`src/rtl/s2qed_lockstep_feeder.sv`:
```
// s2qed_lockstep_feeder: serves both cores' memory requests together so
// that they always see the same instruction/data stream in the same cycle.
// It flags requests that differ between the cores (mismatch) and flags
// one core waiting too long for the other (skew_err).
module s2qed_lockstep_feeder #(
  parameter int ADDR_W  = 32,
  parameter int DATA_W  = 32,
  parameter int TIMEOUT = 15,
  parameter int CNT_W   = 16
) (
  input  logic              clk,
  input  logic              rstn,
  input  logic              cpu0_req_valid,
  output logic              cpu0_req_ready,
  input  logic [ADDR_W-1:0] cpu0_req_addr,
  input  logic              cpu0_req_instr,
  input  logic              cpu0_req_we,
  input  logic [DATA_W-1:0] cpu0_req_wdata,
  output logic              cpu0_rsp_valid,
  output logic [DATA_W-1:0] cpu0_rsp_rdata,
  input  logic              cpu1_req_valid,
  output logic              cpu1_req_ready,
  input  logic [ADDR_W-1:0] cpu1_req_addr,
  input  logic              cpu1_req_instr,
  input  logic              cpu1_req_we,
  input  logic [DATA_W-1:0] cpu1_req_wdata,
  output logic              cpu1_rsp_valid,
  output logic [DATA_W-1:0] cpu1_rsp_rdata,
  input  logic [DATA_W-1:0] src_inst,
  input  logic              src_inst_valid,
  output logic              src_inst_ready,
  input  logic [DATA_W-1:0] src_data,
  output logic [CNT_W-1:0]  inst_count,
  output logic              mismatch,
  output logic              skew_err
);

  typedef enum logic [2:0] {
    S_IDLE  = 3'd0,
    S_WAIT0 = 3'd1,  // core1 pending, core0 not yet
    S_WAIT1 = 3'd2,  // core0 pending, core1 not yet
    S_FETCH = 3'd3,
    S_RESP  = 3'd4
  } state_t;

  // TIMEOUT is limited to 1..255, so 8 bits hold the saturating wait count.
  localparam logic [7:0] TIMEOUT_C = 8'(TIMEOUT);

  state_t              state_q, state_d;
  logic [7:0]          wait_cnt_q, wait_cnt_d;
  logic [DATA_W-1:0]   data_q, data_d;
  logic                fetch_q, fetch_d;
  logic [CNT_W-1:0]    inst_count_q, inst_count_d;
  logic                mismatch_q, mismatch_d;
  logic                skew_q, skew_d;

  logic                req_ready;
  logic                both_valid;
  logic                req_differs;
  logic [7:0]          wait_cnt_inc;

  assign both_valid = cpu0_req_valid & cpu1_req_valid;

  // Field comparison; we and wdata only matter where cpu0 says they are used.
  assign req_differs = (cpu0_req_addr != cpu1_req_addr)
                     | (cpu0_req_instr != cpu1_req_instr)
                     | (!cpu0_req_instr && (cpu0_req_we != cpu1_req_we))
                     | (!cpu0_req_instr && cpu0_req_we &&
                        (cpu0_req_wdata != cpu1_req_wdata));

  // Saturating increment so a long skew keeps skew_err set without wrapping.
  assign wait_cnt_inc = (wait_cnt_q == TIMEOUT_C) ? wait_cnt_q : wait_cnt_q + 8'd1;

  // Next-state and output decode for the lockstep handshake.
  always_comb begin
    state_d        = state_q;
    wait_cnt_d     = wait_cnt_q;
    data_d         = data_q;
    fetch_d        = fetch_q;
    inst_count_d   = inst_count_q;
    mismatch_d     = mismatch_q;
    skew_d         = skew_q;
    req_ready      = 1'b0;
    src_inst_ready = 1'b0;
    cpu0_rsp_valid = 1'b0;
    cpu1_rsp_valid = 1'b0;
    case (state_q)
      S_IDLE, S_WAIT0, S_WAIT1: begin
        if (both_valid) begin
          // Accept both cores together; cpu0's fields define the transaction.
          req_ready  = rstn;
          wait_cnt_d = 8'd0;
          fetch_d    = cpu0_req_instr;
          if (req_differs) mismatch_d = 1'b1;
          if (cpu0_req_instr) begin
            state_d = S_FETCH;
          end else begin
            state_d = S_RESP;
            data_d  = cpu0_req_we ? '0 : src_data;
          end
        end else if ((state_q == S_WAIT1 && !cpu0_req_valid) ||
                     (state_q == S_WAIT0 && !cpu1_req_valid)) begin
          // The waiting core withdrew its request: start over.
          state_d    = S_IDLE;
          wait_cnt_d = 8'd0;
        end else if (cpu0_req_valid || cpu1_req_valid) begin
          state_d    = cpu0_req_valid ? S_WAIT1 : S_WAIT0;
          wait_cnt_d = wait_cnt_inc;
          if (wait_cnt_inc == TIMEOUT_C) skew_d = 1'b1;
        end
      end
      S_FETCH: begin
        src_inst_ready = 1'b1;
        if (src_inst_valid) begin
          data_d  = src_inst;
          state_d = S_RESP;
        end
      end
      S_RESP: begin
        cpu0_rsp_valid = 1'b1;
        cpu1_rsp_valid = 1'b1;
        if (fetch_q) inst_count_d = inst_count_q + 1'b1;
        state_d = S_IDLE;
      end
      default: state_d = S_IDLE;
    endcase
  end

  // State and datapath registers with synchronous active-low reset.
  always_ff @(posedge clk) begin
    if (!rstn) begin
      state_q      <= S_IDLE;
      wait_cnt_q   <= 8'd0;
      data_q       <= '0;
      fetch_q      <= 1'b0;
      inst_count_q <= '0;
      mismatch_q   <= 1'b0;
      skew_q       <= 1'b0;
    end else begin
      state_q      <= state_d;
      wait_cnt_q   <= wait_cnt_d;
      data_q       <= data_d;
      fetch_q      <= fetch_d;
      inst_count_q <= inst_count_d;
      mismatch_q   <= mismatch_d;
      skew_q       <= skew_d;
    end
  end

  assign cpu0_req_ready = req_ready;
  assign cpu1_req_ready = req_ready;
  assign cpu0_rsp_rdata = data_q;
  assign cpu1_rsp_rdata = data_q;
  assign inst_count     = inst_count_q;
  assign mismatch       = mismatch_q;
  assign skew_err       = skew_q;

endmodule

```
`config.mk`:
```
export PLATFORM = sky130hd
export DESIGN_NAME = s2qed_lockstep_feeder
export DESIGN_NICKNAME = d
export VERILOG_FILES = /design/src/rtl/s2qed_lockstep_feeder.sv
export SDC_FILE = /design/constraint.sdc
export NUM_CORES = 1
export LEC_CHECK = 0
export ABC_AREA = 1
export CORE_MARGIN = 2
export CORE_UTILIZATION = 37
export CTS_CLUSTER_DIAMETER = 80
export CTS_CLUSTER_SIZE = 8
export DETAILED_ROUTE_END_ITERATION = 10
export PLACE_DENSITY = 0.82
export SLEW_MARGIN = 20
export SYNTH_ARGS = -nofsm -noshare
export SYNTH_HDL_FRONTEND = slang
export SYNTH_SLANG_ARGS = --single-unit
```
`constraint.sdc`:
```
create_clock -name clk -period 1.9 [get_ports clk]
set_input_delay 0.285 -clock clk [delete_from_list [all_inputs] [get_ports clk]]
set_output_delay 0.285 -clock clk [all_outputs]
set_load 0.03 [all_outputs]
```
# --- Word level (Yosys, flattened, before mapping) ---
# Cells that the tools add are included.
op_classes:
  n_addsub: 2
  n_eq_ne: 14
  muxes: 20
  bitwise_logic: 6
  n_reduce_logical: 21
ops:
  columns: ["cell", "n"]
  rows:
  - ["2-to-1 mux 32 bit", 4]
  - ["!= test 32 bit", 2]
  - ["one-hot mux 32 bit (2 select lines)", 1]
  - ["2-to-1 mux 8 bit", 4]
  - ["adder 16 x 1 -> 16 bit, second input constant", 1]
  - ["equality test 8 x 4 -> 1 bit, second input constant", 2]
  - ["2-to-1 mux 3 bit", 5]
  - ["adder 8 x 1 -> 8 bit, second input constant", 1]
  - ["AND reduction 2 bit", 4]
  - ["equality test 3 x 2 -> 1 bit, second input constant", 2]
  - ["!= test 2 bit, second input constant", 3]
  - ["one-hot mux 3 bit (2 select lines)", 1]
  - ["logical AND 1 bit", 5]
  - ["AND reduction 5 bit", 1]
  - ["2-to-1 mux 1 bit", 4]
  - ["!= test 4 bit, second input constant", 1]
  - ["AND reduction 4 bit", 1]
  - ["equality test 3 x 1 -> 1 bit, second input constant", 1]
  - ["equality test 3 bit, second input constant", 1]
  - ["zero test 1 bit", 3]
  - ["zero test 3 bit", 1]
  - ["OR 1 bit", 3]
  - ["AND reduction 3 bit", 1]
  - ["nonzero test 3 bit", 1]
  - ["7 further kinds", 10]
totals:
  ff_bits: 62
  inputBits: 201

# --- Depth between registers and ports, before layout ---
# Gate-level depths: netlist of the first run.
depth:
  ltp_word: 6
  mapped_depth: 12
  depth_no_buf: 12

# --- Least setup slack after synthesis of the first run ---
# OpenSTA, ideal clock, no wires.
synth_timing:
  path_kind: "flip-flop to output port"
  from: "reg state_q[0]"
  to: "out cpu1_req_ready"
  t_arrival_ps: 1619
  required_time_ps: 1615
  path_slack_ps: -4
  path_stages_with_launch: 9
  path_buffers: 1
  cell_sequence: "dfxtp_1 > nand2_1 > inv_1 > nor2_1 > inv_1 > nor2_1 > inv_1 > nor2_1 > buf_4"
synth_via:
  elab_chain_len: 3
synth_rtl:
  columns: ["item", "line_no", "source"]
  rows:
  - ["start: declaration", "49", "state_t state_q, state_d;"]
  - ["start signal: assignment", "140", "state_q <= state_d;"]
  - ["equality test 3 x 2 -> 1 bit, or another cell as far along", "87", "case (state_q)"]
  - ["OR reduction 3 bit *", "87", null]
  - ["2-to-1 mux 1 bit *", "87", null]
  - ["end: declaration", "22", "output logic cpu1_req_ready,"]
# Mark *: on every way between the ends. The rest lies on a longest branch, timed or not.

# --- Final worst setup path of the first run ---
layout_timing:
  from: "in cpu0_req_valid"
  to: "out cpu1_req_ready"
layout_via:
  elab_chain_len: 3
layout_rtl:
  columns: ["item", "line_no", "source"]
  rows:
  - ["start: declaration", "13", "input logic cpu0_req_valid,"]
  - ["AND 1 bit", "62", "assign both_valid = cpu0_req_valid & cpu1_req_valid;"]
  - ["2-to-1 mux 1 bit", "89", "if (both_valid) begin"]
  - ["2-to-1 mux 1 bit", "87", null]
# Every way passes these cells.

==> flow_summary.yaml, run 1 <==
outcome:
  status: "complete, no violations"
clock_network:
  cts_buffer_depth: 2
  cts_setup_buffers: 0
  cts_sinks: 62
  htreeDepth: 3
  clk_latency_ns: 0.32
  cts_tree: "yes"
  clockRootBuffer: "clkbuf_16"
  numCtsBuffers: 9
  path_clk_slew_ns: 0.05
setup_path:
  worst-setup-path-type: "primary input to primary output"
  crit_fanout: 3
  reg2regPathDepth: 9
  startpoint_type: "primary input"
  r2r_slack_ns: 0.22
  crit_path_start: "cpu0_req_valid"
  r2r_start: "wait_cnt_q[0]$_SDFFE_PN0P_"
  critPathSlowestCell: "clkdlybuf4s50_1"
  cp_data_required_time_ns: 1.62
  path_cells: "clkdlybuf4s50_1, nand2_1, buf_4, nor2_2, inv_1, nor2_4, buf_6"
  critPathCaptureType: "primary output"
  endpoint: "cpu1_req_ready"
  critPathArrivalTime_ns: 1.55
  cpPeakStageDelay_ns: 0.49
  r2r-end: "skew_err$_SDFFE_PN0P_"
finish:
  fillerInstances: 1095
  area_growth_syn_to_layout_pct: 69.8
  num_antenna_cells: 0
  multi_input_area_um2: 2480
  drive_above_1_share_pct: 5.91
  finalNetCount: 1180
  ff_latch_area_um2: 1250
  finalInstanceArea_um2: 7580
  stdcell_count: 1128
pwr:
  peakVddDrop_v: 0.000392
  p_per_area_nw_per_um2: 564
  power_mw: 4.27
  p_leak_nw: 3.35
sta:
  grt_setup_unrepaired: "no"
  worst_slew_pin_slew_ns: 0.365
  clock_skew_ns: 0.00639
  period_share_pct: 96.4
  fin_crit_ns: 1.83
  hold_viol: 0
  max_slew_margin_pct: 75.6
  maxSlewViolCount: 0
  finalSetupViolations: 0
  hold_slack_ns: 0.453
  finalSetupTns_ns: 0
  fmax_mhz: 546
routing:
  vias: 5210
  routedWlPerCell_um: 13.3
  post-route-drc-count: 0
  ant_nets: 0
  via_per_inst: 4.62
  drt_pass1_iterations: 4
  drt_iter0_drc: 272
  wl_mm: 15.0
logic_synthesis:
  yosysUniqueCellTypes: 35
  syn_nets: 924
  ys_ff_latch: 62
  seq_area_frac_synth_pct: 27.8
  syn_inst: 721
  netlist_area_um2: 4460
  yosys_warnings: 0
  synth.avg_cell_area_um2: 6.19
floorplan:
  row_count: 40
  dieArea_um2: 12900
  ioPinCount: 288
  die_w_um: 114
  core-area_um2: 11900
  dieHeight_um: 114
  start_util_pct: 37.4
worst_hold_path:
  hp-class: "register to register"
placed_design:
  dp_cells: 1113
  placed_cell_area_um2: 7270
  hpwlAfterDp_mm: 11.9
  place.gp.congestion: 0.898
  placement.io_buffers: 287
grt:
  first_global_vias: 4957
  antenna_found_initial: 0
  grt_pass1_wl_mm: 23.7
  grt.total_usage_pct: 22.7
  grt_max_degree: 36
  grt-ovfl-total: 0
run:
  drv_cap: 0
## critical path, delay by kind of cell
| kind | cells | cell delay, ns |
|---|---|---|
| buffers and inverters | 4 | 0.87 |
| and+or+nand+nor | 3 | 0.38 |
## repair_timing
item,CTS,global route
pin swaps,0,2
hold buffers,0,0
cloned,0,0
resized for setup,4,10
setup endpoints to repair,5,4
endpoints found under the hold margin,0,0
## cells in the mapped netlist
cell | number | area [µm²]
nand4_1 | 2 | 12.5
clkinv_1 | 2 | 7.51
a21oi_1 | 37 | 185
o21ai_1 | 2 | 10.0
nor2_4 | 3 | 33.8
buf_4 | 35 | 263
and2_1 | 1 | 6.26
nand3_1 | 37 | 185
ha_1 | 2 | 25.0
buf_2 | 2 | 10.0
nand2_2 | 1 | 6.26
nand2_4 | 1 | 11.3
nor2_1 | 79 | 297
o21ai_2 | 5 | 43.8
nor4_1 | 1 | 6.26
dfxtp_1 | 62 | 1240
o21ai_0 | 44 | 220
nor3_1 | 10 | 50.1
nand3_2 | 1 | 10.0
nor2_2 | 2 | 12.5
buf_1 | 1 | 3.75
nor3_2 | 1 | 10.0
xnor2_1 | 19 | 166
o21a_1 | 2 | 15.0
o211a_1 | 13 | 130
a31oi_1 | 20 | 125
nor3_4 | 1 | 16.3
o31ai_1 | 1 | 7.51
clkbuf_1 | 15 | 56.3
inv_2 | 2 | 7.51
xor2_1 | 14 | 123
inv_1 | 102 | 383
buf_6 | 3 | 33.8
o21bai_1 | 1 | 7.51
nand2_1 | 197 | 739
## through the flow
step	util [%]	worst slack, ns
2_1_floorplan	-	0.184
3_3_place_gp	61.0	0.00547
3_5_place_dp	61.0	-0.0826
4_1_cts	63.4	0.00170
5_1_grt	63.6	0.00501
6_report	63.6	0.0677
## registers in the layout, indices dropped and copies added (netlist names)
signal and cells:
cpu0_rsp_rdata 32, inst_count 16, wait_cnt_q 8, state_q 3, fetch_q 1, mismatch 1
skew_err 1
## cell type report
type                    count  share of cell area (%)
repair buffers            301                    39.4
multi-input cells         497                    32.8
flip-flops and latches     62                    16.4
inverters                 106                    5.25
clock buffers              11                    3.34
well taps                 147                    2.43
clock inverters             4                   0.297
## worst min path at each step
| stage | start | to | slack [ns] | cells past startpoint |
|---|---|---|---|---|
| after floorplan | src_inst[0] | cpu0_rsp_rdata[0]$_SDFFE_PN0P_ | 0.45 | 2 |
| after global placement | skew_err$_SDFFE_PN0P_ | skew_err$_SDFFE_PN0P_ | 0.44 | 2 |
| after detailed placement | skew_err$_SDFFE_PN0P_ | skew_err$_SDFFE_PN0P_ | 0.45 | 2 |
| after CTS | skew_err$_SDFFE_PN0P_ | skew_err$_SDFFE_PN0P_ | 0.45 | 2 |
| after global routing | skew_err$_SDFFE_PN0P_ | skew_err$_SDFFE_PN0P_ | 0.48 | 2 |
| final | skew_err$_SDFFE_PN0P_ | skew_err$_SDFFE_PN0P_ | 0.45 | 2 |
## cells by family (layout without fill, tap and decap cells)
logic type	Yosys count	in the layout	share of synthesized area, %
compound gates	125	125	16.7
xor+xnor	33	33	6.48
buf+inv	162	422	17.1
flops	62	62	27.8
fa+ha+maj	2	2	0.561
simple gates	337	337	31.3
## per-layer routing
layer	GRT usage (%)	part of all wire, %	up-vias
li1	-	-	2750
met1	26.6	41	2258
met2	40.6	50	169
met3	5.90	5.8	33
met4	7.24	2.7	0
met5	0	0	-
## layout by cell type (no fill, tap or decap), types with 14 or more instances in the layout
master / synthesis / routed
xor2_1: 14 / 14
a21oi_1: 37 / 37
a31oi_1: 20 / 20
clkdlybuf4s50_1: 0 / 282
dfxtp_1: 62 / 60
nor2_1: 79 / 74
nand3_1: 37 / 37
xnor2_1: 19 / 19
buf_4: 35 / 14
o21ai_0: 44 / 44
inv_1: 102 / 101
nand2_1: 197 / 196
## report_power, final
group / switching (mW) / internal (mW)
logic: 0.608 / 0.719
registers: 0.0661 / 1.37
clock network: 0.572 / 0.938
(Power assumes the default switching activity.)
==> run 2: changes to the inputs <==
ABC_AREA = not set   (was 1)
CORE_AREA = 2 2 113 115   (was not set)
CORE_MARGIN = not set   (was 2)
CORE_UTILIZATION = not set   (was 37)
DIE_AREA = 0 0 115 117   (was not set)
PLACE_DENSITY = 0.77   (was 0.82)
SKIP_CTS_REPAIR_TIMING = 1   (was not set)
==> run 2 against run 1 <==
Net effect: clock skew increased by 0.0022 ns; global-route usage decreased by 1.9 points; non-clock buffer count increased by 1; highest routed layer unchanged; core utilization decreased by 5.2 points; worst hold slack improved by 0.011 ns; design area decreased by 5.1%; synthesized cell count decreased by 31%; synthesized area decreased by 9.1%; flip-flop and latch count unchanged; fmax increased by 2.3%; die area increased by 3.9%; cell count decreased by 20%.
==> flow_summary.yaml, run 2 <==
setup_path:
  reg2regPathDepth: 6
  critPathCaptureType: "primary output"
  path_buf_inv: 2
  crit_family: "buffers and inverters"
  r2r-end: "wait_cnt_q[0]$_SDFFE_PN0P_"
  r2r_slack_ns: 0.14
  cp_data_required_time_ns: 1.62
  worst-setup-path-type: "register to primary output"
  cpPeakStageDelay_ns: 0.43
  r2r_start: "wait_cnt_q[0]$_SDFFE_PN0P_"
  startpoint_type: "register"
  path_cells: "nand2_2, nor2_4, buf_12, buf_4"
  crit_fanout: 65
  critPathArrivalTime_ns: 1.51
  critPathSlowestCell: "dfxtp_2"
worst_hold_path:
  hp-class: "register to register"
  min_to: "skew_err$_SDFFE_PN0P_"
  holdPathStages: 2
  hold_start: "skew_err$_SDFFE_PN0P_"
clock_network:
  path_clk_slew_ns: 0.06
  htreeDepth: 3
  clk_latency_ns: 0.32
  numCtsBuffers: 9
  cts_tree: "yes"
  cts_sinks: 62
  cts_buffer_depth: 2
  clockRootBuffer: "clkbuf_16"
grt:
  grt_pass1_wl_mm: 22.1
  grt-ovfl-total: 0
  antenna_found_initial: 0
  grt_max_degree: 66
  first_global_vias: 4612
  grt.total_usage_pct: 20.9
finish:
  drive_above_1_share_pct: 6.52
  num_antenna_cells: 0
  finalNetCount: 949
  largest_register_ffs: 32
  fillerInstances: 1078
  layout_commonest_cell: "clkdlybuf4s50_1"
  area_growth_syn_to_layout_pct: 77.2
  finalInstanceArea_um2: 7190
  stdcell_count: 901
  final_cell_mix: "clkdlybuf4s50_1 (281), dfxtp_1 (60), nor2_1 (56)"
logic_synthesis:
  netlist_area_um2: 4060
  yosys-top-cells-area: "dfxtp_1 (31%), xor2_1 (12%), nor3b_1 (6.7%)"
  ys_ff_latch: 62
  syn_inst: 496
  synth.avg_cell_area_um2: 8.18
  yosysUniqueCellTypes: 47
  synth_edf_count: 0
  seq_area_frac_synth_pct: 30.6
  yosys_warnings: 0
  syn_nets: 699
  synthArstFlopShare_pct: 0
  synth_top_area_share_pct: 30.6
  yosys-top-cells-count: "dfxtp_1 (62), nor2_1 (57), xor2_1 (55)"
  synth_largest_area_cell: "dfxtp_1"
  synth_most_common_cell: "dfxtp_1"
  ys.flop_type: "dfxtp_1"
placed_design:
  hpwlAfterDp_mm: 11.7
  dp_cells: 885
  placed_cell_area_um2: 6870
  place.gp.congestion: 0.917
  placement.io_buffers: 287
routing:
  post-route-drc-count: 0
  drt_pass1_iterations: 4
  drt_iter0_drc: 204
  vias: 4510
  wl_mm: 14.3
  ant_nets: 0
  via_per_inst: 5.01
  routedWlPerCell_um: 15.9
run:
  drv_cap: 0
sta:
  worst_slew_pin_slew_ns: 0.429
  finalSetupViolations: 0
  hold_slack_ns: 0.464
  max_slew_margin_pct: 71.2
  grt_setup_unrepaired: "no"
  clock_skew_ns: 0.00856
  maxSlewViolCount: 0
  fin_crit_ns: 1.79
  hold_viol: 0
  period_share_pct: 94.3
  fmax_mhz: 558
floorplan:
  die_w_um: 115
  dieHeight_um: 117
  dieArea_um2: 13500
  start_util_pct: 32.9
  row_count: 41
  ioPinCount: 288
  core-area_um2: 12300
pwr:
  p_leak_nw: 2.57
  p_per_area_nw_per_um2: 594
  peakVddDrop_v: 0.000444
outcome:
  status: "complete, no violations"
## run 2: report_power, final
part | internal (mW) | switching [mW] | leakage [nW]
combinational | 0.702 | 0.538 | 1.93
clock | 1.02 | 0.594 | 0.138
sequential | 1.36 | 0.0598 | 0.505
total | 3.07 | 1.19 | 2.57
## run 2: kinds of logic after synthesis
| logic type | after synthesis | share of synthesized area [%] |
|---|---|---|
| xor+xnor | 78 | 16.8 |
| simple gates | 181 | 25.2 |
| fa+ha+maj | 2 | 0.617 |
| buf+inv | 66 | 10.0 |
| compound gates | 105 | 16.3 |
| flops | 62 | 30.6 |
| mux | 2 | 0.494 |
## run 2: area by class of cell
type / instances / area, µm² / share of cell area [%]
Multi-Input combinational cell: 368 / 2430 / 33.8
Sequential cell: 62 / 1250 / 17.3
Timing Repair Buffer: 302 / 3010 / 41.9
Tap cell: 150 / 188 / 2.61
Clock buffer: 9 / 225 / 3.13
Clock inverter: 7 / 75.1 / 1.04
Inverter: 3 / 11.3 / 0.157
## run 2: worst max path at each step
stage                                 start                     to  cells after the start  slack (ns)
floorplan           state_q[2]$_SDFFE_PN0P_         cpu1_rsp_valid                      3        0.26
global placement                cpu0_req_we  mismatch$_SDFFE_PN0P_                      6       -0.27
detailed placement              cpu0_req_we  mismatch$_SDFFE_PN0P_                      6       -0.21
CTS                 state_q[1]$_SDFFE_PN0P_         cpu0_rsp_valid                      2       -0.13
global route        state_q[1]$_SDFFE_PN0P_         src_inst_ready                      4       0.009
finish              state_q[1]$_SDFFE_PN0P_         src_inst_ready                      4        0.11
## run 2: per-layer routing
| layer | vias up | share of wire, % | global-route usage [%] |
|---|---|---|---|
| met1 | 2080 | 38 | 22.8 |
| met3 | 23 | 5.5 | 4.12 |
| li1 | 2232 | - | - |
| met4 | 0 | 2.3 | 6.75 |
| met2 | 175 | 54 | 40.3 |
| met5 | - | 0 | 0 |
## run 2: per-stage QoR
step / worst slack [ns] / power (mW) / utilization (%) / setup TNS (ns)
3_5_place_dp: -0.209 / 2.68 / 55.8 / -3.55
2_1_floorplan: 0.257 / 2.02 / - / 0
4_1_cts: -0.131 / 4.31 / 58.2 / -0.543
3_3_place_gp: -0.267 / 2.66 / 55.8 / -1.27
6_report: 0.109 / 4.27 / 58.4 / 0
5_1_grt: 0.00851 / 4.45 / 58.4 / 0
## run 2: worst min-delay path, cell delays in order, from the launching register on
cell and delay, ns:
dfxtp_1 0.32, nand2_1 0.07, o41ai_2 0.05
==> run 3: changes to the inputs <==
ABC_CLOCK_PERIOD_IN_PS = 1900   (was not set)
CTS_CLUSTER_DIAMETER = 50   (was 80)
==> results of run 3 <==
Final layout, timing and power as in run 2 (identical DEF).
